===== src/rtl/cpu_bus_pkg.sv =====
// Shared CPU bus definitions: OAM DMA state encoding and the two register
// addresses the DMA engine decodes or drives.
package cpu_bus_pkg;

  typedef enum logic [2:0] {
    ST_IDLE  = 3'd0,
    ST_HALT  = 3'd1,
    ST_ALIGN = 3'd2,
    ST_READ  = 3'd3,
    ST_WRITE = 3'd4
  } dma_state_e;

  localparam logic [15:0] OAMDMA_ADDR  = 16'h4014;
  localparam logic [15:0] OAMDATA_ADDR = 16'h2004;

  function automatic logic is_dma_trigger(input logic [15:0] addr, input logic we);
    return we && (addr == OAMDMA_ADDR);
  endfunction

endpackage


===== src/rtl/oam_dma_controller.sv =====
// OAM DMA engine: copies a 256-byte CPU page into OAMDATA while halting the CPU.
// Optional build macro OAM_DMA_ODD_ALIGN_EN inserts an ALIGN cycle on odd-parity HALT.
module oam_dma_controller
  import cpu_bus_pkg::*;
(
  input  logic        clk,
  input  logic        reset_N,
  input  logic [15:0] cpuAddress_IN,
  input  logic [7:0]  cpuData_IN,
  input  logic        cpuWrite_EN,
  input  logic [7:0]  busData_IN,
  output logic        rdy_OUT,
  output logic        dmaBusOwn_OUT,
  output logic [15:0] dmaAddress_OUT,
  output logic [7:0]  dmaData_OUT,
  output logic        dmaRead_EN,
  output logic        dmaWrite_EN,
  output logic        busy_OUT
);

`ifdef OAM_DMA_ODD_ALIGN_EN
  localparam bit ALIGN_EN = 1'b1;
`else
  localparam bit ALIGN_EN = 1'b0;
`endif

  dma_state_e  state;
  logic [7:0]  page_q;
  logic [7:0]  index_q;
  logic [7:0]  byte_q;
  logic        parity_q;
  logic        rdy_q;
  logic        busy_q;
  logic        own_q;
  logic [15:0] addr_q;
  logic        rd_q;
  logic        wr_q;

  // Bus outputs are registered against the state being entered, so each
  // output lines up exactly with the cycle its state occupies.
  always_ff @(posedge clk or negedge reset_N) begin
    if (!reset_N) begin
      state    <= ST_IDLE;
      page_q   <= 8'h00;
      index_q  <= 8'h00;
      byte_q   <= 8'h00;
      parity_q <= 1'b0;
      rdy_q    <= 1'b1;
      busy_q   <= 1'b0;
      own_q    <= 1'b0;
      addr_q   <= 16'h0000;
      rd_q     <= 1'b0;
      wr_q     <= 1'b0;
    end else begin
      parity_q <= ~parity_q;
      unique case (state)
        ST_IDLE: begin
          if (is_dma_trigger(cpuAddress_IN, cpuWrite_EN)) begin
            state   <= ST_HALT;
            page_q  <= cpuData_IN;
            index_q <= 8'h00;
            rdy_q   <= 1'b0;
            busy_q  <= 1'b1;
          end
        end
        ST_HALT: begin
          if (ALIGN_EN && parity_q) begin
            state <= ST_ALIGN;
          end else begin
            state  <= ST_READ;
            own_q  <= 1'b1;
            addr_q <= {page_q, index_q};
            rd_q   <= 1'b1;
          end
        end
        ST_ALIGN: begin
          state  <= ST_READ;
          own_q  <= 1'b1;
          addr_q <= {page_q, index_q};
          rd_q   <= 1'b1;
        end
        ST_READ: begin
          state  <= ST_WRITE;
          byte_q <= busData_IN;
          addr_q <= OAMDATA_ADDR;
          rd_q   <= 1'b0;
          wr_q   <= 1'b1;
        end
        ST_WRITE: begin
          index_q <= index_q + 8'd1;
          wr_q    <= 1'b0;
          // Index 255 is the final byte; the wrap to 0 never reaches a READ.
          if (index_q == 8'hFF) begin
            state  <= ST_IDLE;
            own_q  <= 1'b0;
            addr_q <= 16'h0000;
            rdy_q  <= 1'b1;
            busy_q <= 1'b0;
          end else begin
            state  <= ST_READ;
            addr_q <= {page_q, index_q + 8'd1};
            rd_q   <= 1'b1;
          end
        end
        default: begin
          state  <= ST_IDLE;
          own_q  <= 1'b0;
          addr_q <= 16'h0000;
          rd_q   <= 1'b0;
          wr_q   <= 1'b0;
          rdy_q  <= 1'b1;
          busy_q <= 1'b0;
        end
      endcase
    end
  end

  assign rdy_OUT        = rdy_q;
  assign busy_OUT       = busy_q;
  assign dmaBusOwn_OUT  = own_q;
  assign dmaAddress_OUT = addr_q;
  assign dmaRead_EN     = rd_q;
  assign dmaWrite_EN    = wr_q;
  // The byte register persists between transfers; only expose it while writing.
  assign dmaData_OUT    = wr_q ? byte_q : 8'h00;

endmodule


===== config.mk =====
export PLATFORM = sky130hd
export DESIGN_NAME = oam_dma_controller
export DESIGN_NICKNAME = d
export VERILOG_FILES = /design/src/rtl/cpu_bus_pkg.sv /design/src/rtl/oam_dma_controller.sv
export SDC_FILE = /design/constraint.sdc
export NUM_CORES = 1
export LEC_CHECK = 0
export ABC_AREA = 1
export ABC_CLOCK_PERIOD_IN_PS = 1270
export CORE_MARGIN = 4
export CORE_UTILIZATION = 30
export DETAILED_ROUTE_END_ITERATION = 16
export GPL_TIMING_DRIVEN = 0
export PLACE_DENSITY = 0.56
export REMOVE_ABC_BUFFERS = 1
export SETUP_SLACK_MARGIN = 0.1
export SLEW_MARGIN = 25
export SYNTH_ARGS = -nofsm -noshare
export SYNTH_HDL_FRONTEND = slang
export SYNTH_SLANG_ARGS = --single-unit

===== constraint.sdc =====
create_clock -name clk -period 1.27 [get_ports clk]
set_input_delay 0.254 -clock clk [delete_from_list [all_inputs] [get_ports clk]]
set_output_delay 0.254 -clock clk [all_outputs]
set_load 0.005 [all_outputs]

==> impl_results.md, run 1 <==
* P_sw at roughly 2800 µW
* Largest net degree at the start of global routing at 49
* Drt total wl at about 6300 µm
* Hold Path Class: primary input to register
* TritonCTS buffer count at 5
* Grt met1 use at roughly 18%
* Vias in the first global route at 2023
* Clock Root Buffer: clkbuf_8
* Clock skew at 0.00704 ns
* Crit Path Max Fanout at 8
* Peak VDD IR at 0.799 mV
* H-tree depth at 2
* Synth top area share at 53.3%
* CTS tree: yes
* Routability cong. at 0.757
* Clk_lat worst skew at approximately 0.31 ns
* GR Util met2 at 22.1%
* Clk buf depth at 2
* Cells after synthesis at 258
* Post-synthesis simple-gate area fraction at 32.8%
* GRT met3 Usage at 3.37%
* Pre-CTS setup slack at -0.561 ns
* Power Dens Cells at 1930 nW/µm²
* Busiest grt layer: met2
* Reg power frac at a little under a third
* Via count at between 2000 and 2500
* Fin crit period at about 1.4 ns
* Comb pwr share at between 50% and 60%
* Die footprint at roughly 9000 µm²
* First-pass DRT Iterations at 4
* Most frequent cell after synthesis: nand2_1
* Initial antenna violation count at 0
* I/O Buffers at 63
* Mux contribution to synthesized area at 0%
* Leading register cell type out of synthesis: dfrtp_1
* Grt ovf at 0
* Post-route ant nets at 0
* Failing checks: negative setup slack
* Fmax at between 600 and 700 MHz
* Largest area contributor in the netlist: dfrtp_1
* Hold Violations, Final at 0
* Switching share of total power at about two fifths
* Largest family of logic cells by synthesized area: simple AND/OR/NAND/NOR gates
* Synth area leaders: dfrtp_1, nand2_1, nor2_1, nand3_1, inv_1
* Fraction of registers with async set/reset at 100%
* Final net count at approximately 400
* Sink Count at 48
* Cell chain of the critical path: nor2_4 -> inv_2 -> nor2_4 -> nand4_4 -> clkbuf_16 -> nor2_1 -> nor2_1
* Tcrit/Tclk final at 113%
* Critical setup path kind: register to register
* Outcome: finished, violations left
* Synth cell types at 30
* Share of layout cells above drive strength 1 at a little over two fifths
* Worst endpoint data arrival time at between 1.5 and 2 ns
* Setup crit end kind: register
* Vias per Instance at between 4 and 5
* Tightest Pin Transition at 0.610 ns
* Synth top cells by count: nand2_1, dfrtp_1, nor2_1
* Core Footprint at ~7000 µm²
* DRC violations left at 0
* Clock power frac at 17.0%
* Worst EP required at around 1.5 ns
* Fin util at a little over half
* Slew Limit Fails at 0
* Worst path slowest cell: dfrtp_1
* Compound-Gate Fraction of Synth Area at under 10%
* Setup violators final at 51
* Clock transition at path regs at about 0.090 ns
* Row cnt at 30
* Netlist Area Pre-Place at 2210 µm²
* CP Buf/Inv Count at 2
* P&R area growth vs syn at 68.9%
* IO Count at 64
* Adder-cell share of the synthesized area at less than 1%
* Internal Power at approximately 4400 µW
* Synthesized flop and latch total at 48
* Post-DP HPWL at approximately 3600 µm
* Relative max-transition margin at 59.3%
* PnR worst setup slack at -0.160 ns
* Die Y at 93.8 µm
* GRT Resource Usage Total at between 10% and 20%
* Mapped Avg Cell Area at 8.55 µm²
* YS warnings at 0
* EDFF count, synth at 0
* Routed len/inst at ~14 µm
* Leak at ~0.0019 µW
* First-pass GRT wire length at between 9000 and 10000 µm
* XOR/XNOR share of the synthesized area at 0.794%
* Register area share after synthesis at 54.5%
* RSZ-0062 raised after global routing: yes
* Die X at about 94 µm
* N_diodes at 0
* Worst setup SP type: register
* PnR Total Power at approximately 7200 µW
* CP max stage delay at between 0.4 and 0.5 ns
* Initial core utilization at 31.6%
* Min Hold Slack at 0.425 ns
* Drt initial violations at ~130
* Non-Filler Instances at around 470
* DP Cell Count at around 410
* CP top delay family: simple AND/OR/NAND/NOR gates
* Max cap viols at 0
[stage by stage]
stage	cell area (µm²)	TNS, ns
after floorplan	2160	-3.39
after global placement	2910	-87.27
after detailed placement	2900	-16.98
after CTS	3420	-1.97
after global routing	3720	-7.75
final	3720	-4.53
[power by group through the flow]
stage	registers [µW]	logic (µW)	clock network, µW
2_1_floorplan	2130	1160	0
3_3_place_gp	2160	2080	0
3_5_place_dp	2160	2090	0
4_1_cts	2150	2980	1240
5_1_grt	2240	4110	1310
6_report	2200	3770	1220
[flip-flops by register name, summed over array words and instances, names as in the netlist]
register and cells:
busy_OUT 1, byte_q 8, dmaAddress_OUT 16, dmaBusOwn_OUT 1, dmaRead_EN 1, dmaWrite_EN 1
index_q 8, page_q 8, rdy_OUT 1, state 3
[routing by layer]
metal / share of wire (%) / up-vias
met5: 0 / -
met4: 1.1 / 0
met3: 6.8 / 6
met2: 47 / 56
met1: 45 / 1005
li1: - / 1038
[worst paths after layout]
path | start | end | slack (ns) | cells past startpoint
hold / removal | cpuAddress_IN[5] | state[0] | 0.42 | 5
min in group asynchronous | reset_N | byte_q[7] | 0.49 | 2
hold reg to reg | rdy_OUT | rdy_OUT | 0.48 | 2
setup / recovery | state[0] | page_q[5] | -0.16 | 7
max in group asynchronous | reset_N | state[2] | 0.32 | 2
setup reg to reg | state[0] | page_q[5] | -0.16 | 7
[final cells by class]
| type | count | area, µm² |
|---|---|---|
| clock inverters | 1 | 30.0 |
| clock buffers | 7 | 96.3 |
| fillers | 645 | 3260 |
| inverters | 22 | 106 |
| multi-input cells | 181 | 1150 |
| repair buffers | 110 | 1010 |
| flip-flops and latches | 48 | 1210 |
| well taps | 96 | 120 |
[cells by family (layout without fill, tap and decap cells)]
family                     after synthesis  count (layout)
xor gates and xnor gates                 2               2
buffers and inverters                   30             140
adders and majority gates                1               1
DFF                                     48              48
and+or+nand+nor                        161             162
AOI/OAI and AO/OA                       16              16
[placed cells by master, fill, tap and decap left out, drive strengths merged]
| cell | n |
|---|---|
| nor3 | 1 |
| o21ai | 3 |
| a22o | 7 |
| nand3 | 22 |
| dfstp | 1 |
| a21oi | 3 |
| clkdlybuf4s50 | 32 |
| dfrtp | 47 |
| nor2 | 43 |
| inv | 21 |
| dlygate4sd3 | 1 |
| xor2 | 2 |
| and2 | 1 |
| or2 | 2 |
| nand2 | 89 |
| nand4 | 4 |
| o211ai | 3 |
| dlymetal6s2s | 1 |
| buf | 62 |
| clkinvlp | 1 |
| bufinv | 1 |
| clkbuf | 21 |
| ha | 1 |
[worst register-to-register path, stage by stage (launching register included)]
cell and delay (ns):
dfrtp_1 0.43, nor2_4 0.17, inv_2 0.07, nor2_4 0.14, nand4_4 0.17, clkbuf_16 0.22, nor2_1 0.09, nor2_1 0.05
[what timing repair did]
item / CTS / global route
hold endpoints to repair: 47 / 0
hold buffers: 1 / 0
setup endpoints to repair: 75 / 70
gates resized for setup: 135 / 83
pin swaps: 11 / 18
setup buffers: 35 / 10
gates cloned: 1 / 2
Power figures use the tool's default switching activity.
==> run 2, diff against run 1 <==
- SLEW_MARGIN: 25 -> not set
==> run 2 against run 1 <==
Effect of this change: the run still ends with negative setup slack left; sequential power is 2% higher; routed wire length rose by 3.8%; core utilization is 1.6 points higher; critical path type unchanged; combinational power up 13%; highest routed layer unchanged; sequential share of layout area down 0.89 points.
==> impl_results.md, run 2 (synthesized netlist as in run 1, its figures left out) <==
* Routability cong. at 0.757 (unchanged)
* Non-Filler Instances at 473 (+1.7%)
* Grt ovf at 0 (unchanged)
* Setup violators final at 53 (+3.9%)
* Failing checks: negative setup slack
* Peak VDD IR at 0.854 mV (+6.9%)
* Crit Path Max Fanout at 5 (-3)
* Routed len/inst at 13.9 µm (+2.0%)
* Post-DP HPWL at 3680 µm (+2.6%)
* Critical setup path kind: register to register
* CP Buf/Inv Count at 1 (-1)
* Initial core utilization at 31.6% (unchanged)
* Relative max-transition margin at 69.6% (+10 points)
* PnR Total Power at 7370 µW (+2.3%)
* Row cnt at 30 (unchanged)
* Hold Violations, Final at 0 (unchanged)
* Vias per Instance at 4.55 (+0.41%)
* Cell chain of the critical path: ha_2 -> nand2_2 -> nor2_4 -> nand2_4 -> nand2_8 -> buf_12 -> nand2_8 -> a22o_1
* TritonCTS buffer count at 5 (unchanged)
* N_diodes at 0 (unchanged)
* Initial antenna violation count at 0 (unchanged)
* Drt total wl at 6590 µm (+3.8%)
* Crit. Startpoint: index_q[0]
* Final net count at 413 (+2.2%)
* Die footprint at 8790 µm² (unchanged)
* Via count at 2150 (+2.1%)
* Max cap viols at 0 (unchanged)
* Post-route ant nets at 0 (unchanged)
* Drt initial violations at 91 (-29%)
* Share of layout cells above drive strength 1 at 46.7% (+2.8 points)
* Clk buf depth at 2 (unchanged)
* I/O Buffers at 63 (unchanged)
* Slew Limit Fails at 0 (unchanged)
* Fillers at 637 (-1.2%)
* DP Cell Count at 410 (+0.24%)
* First-pass DRT Iterations at 4 (unchanged)
* DRC violations left at 0 (unchanged)
* Tcrit/Tclk final at 118% (+5.8 points)
* Max reg flops at 16 (unchanged)
* Sink Count at 48 (unchanged)
* GRT Resource Usage Total at 14.2% (+0.44 points)
* Leak at 0.00199 µW (+4.3%)
* Worst path slowest cell: dfrtp_1
* Clock skew at 0.0155 ns (+0.00847 ns)
* CTS tree: yes
* Power Dens Cells at 1920 nW/µm² (-0.56%)
* Pre-CTS setup slack at -0.558 ns (+0.00313 ns)
* Most common cell after layout, fill and taps aside: nand2_1
* Tightest Pin Transition at 0.456 ns (-0.155 ns)
* Commonest cells after routing, fill and taps aside: nand2_1, dfrtp_1, buf_4
* RSZ-0062 raised after global routing: yes
* Clock transition at path regs at 0.09 ns (about the same)
* Worst EP required at 1.46 ns (about the same)
* P&R area growth vs syn at 73.8%
* Die Y at 93.8 µm (unchanged)
* Fin crit period at 1.50 ns (+0.0731 ns)
* Clock Root Buffer: clkbuf_8
* Hold Path Class: primary input to asynchronous set/reset pin
* Vias in the first global route at 2011 (-0.59%)
* CP max stage delay at 0.40 ns (-0.03 ns)
* CP top delay family: simple AND/OR/NAND/NOR gates
* Fmax at 665 MHz (-4.9%)
* Fin area at 3830 µm² (+2.9%)
* Placed inst area at 2920 µm² (+0.60%)
* Largest net degree at the start of global routing at 32 (-35%)
* Setup crit end kind: register
* Setup Total Neg Slack at -6.29 ns (-1.76 ns)
* Die X at 93.8 µm (unchanged)
* Clk_lat worst skew at 0.31 ns (about the same)
* Core Footprint at 6980 µm² (unchanged)
* Crit-path most repeated cell: nand2_8
* H-tree depth at 2 (unchanged)
* PnR worst setup slack at -0.233 ns (-0.0731 ns)
* First-pass GRT wire length at 9660 µm (+2.3%)
* RR Startpoint: index_q[0]
* Worst endpoint data arrival time at 1.69 ns (+0.06 ns)
* Worst setup SP type: register
* IO Count at 64 (unchanged)
* Outcome: finished, violations left
run 2: changes by cell type in the layout (fill, tap and decap cells not counted), sizes merged:
cell / delta
inv: -1
dlygate4sd2: +1
clkbuf: +2
dlymetal6s2s: -1
bufinv: -1
nand2: +1
buf: +5
clkinv: +2
run 2: path summary, 6_finish.rpt:
path	end	slack, ns	depth (start not counted)
min reg2reg	dmaAddress_OUT[14]	0.50	1
max	dmaAddress_OUT[15]	-0.23	8
min	dmaAddress_OUT[1]	0.42	2
max reg2reg	dmaAddress_OUT[15]	-0.23	8
max in group asynchronous	state[2]	0.31	3
min in group clk	byte_q[4]	0.49	3
run 2: routing by layer:
metal  global-route usage, %  share of wire (%)  vias to the layer above
met2                    24.1                 50                       64
met1                    17.5                 42                     1024
met3                    4.33                7.3                        7
li1                        -                  -                     1055
met4                    3.61                1.2                        0
met5                       0                  0                        -
run 2: report_power, final:
group          internal (µW)  switching (µW)  total [µW]
Clock                    376             501         877
Sequential              1890             346        2240
Combinational           2130            2130        4260
run 2: timing repair:
item                       4_1_cts  5_1_grt
pin swaps                       20       24
setup endpoints to repair       75       73
setup buffers                   40       13
hold endpoints to repair        16        0
gates resized for setup        161       73
hold buffers                     1        0
cloned                           2        2
run 2: layout make-up:
type	instances	area (µm²)	area share [%]
inverter	22	116	3.04
clock buffer	6	72.6	1.89
multi-input combinational	182	1220	31.7
clock inverter	1	5.00	0.131
tap	96	120	3.13
timing repair buffer	118	1090	28.6
sequential	48	1210	31.5
run 2: metrics by stage:
step	hold slack, ns	utilization (%)
6_report	0.424	54.9
5_1_grt	0.461	54.9
4_1_cts	0.438	51.0
3_5_place_dp	0.224	41.8
3_3_place_gp	0.455	41.6
2_1_floorplan	-0.0416	-
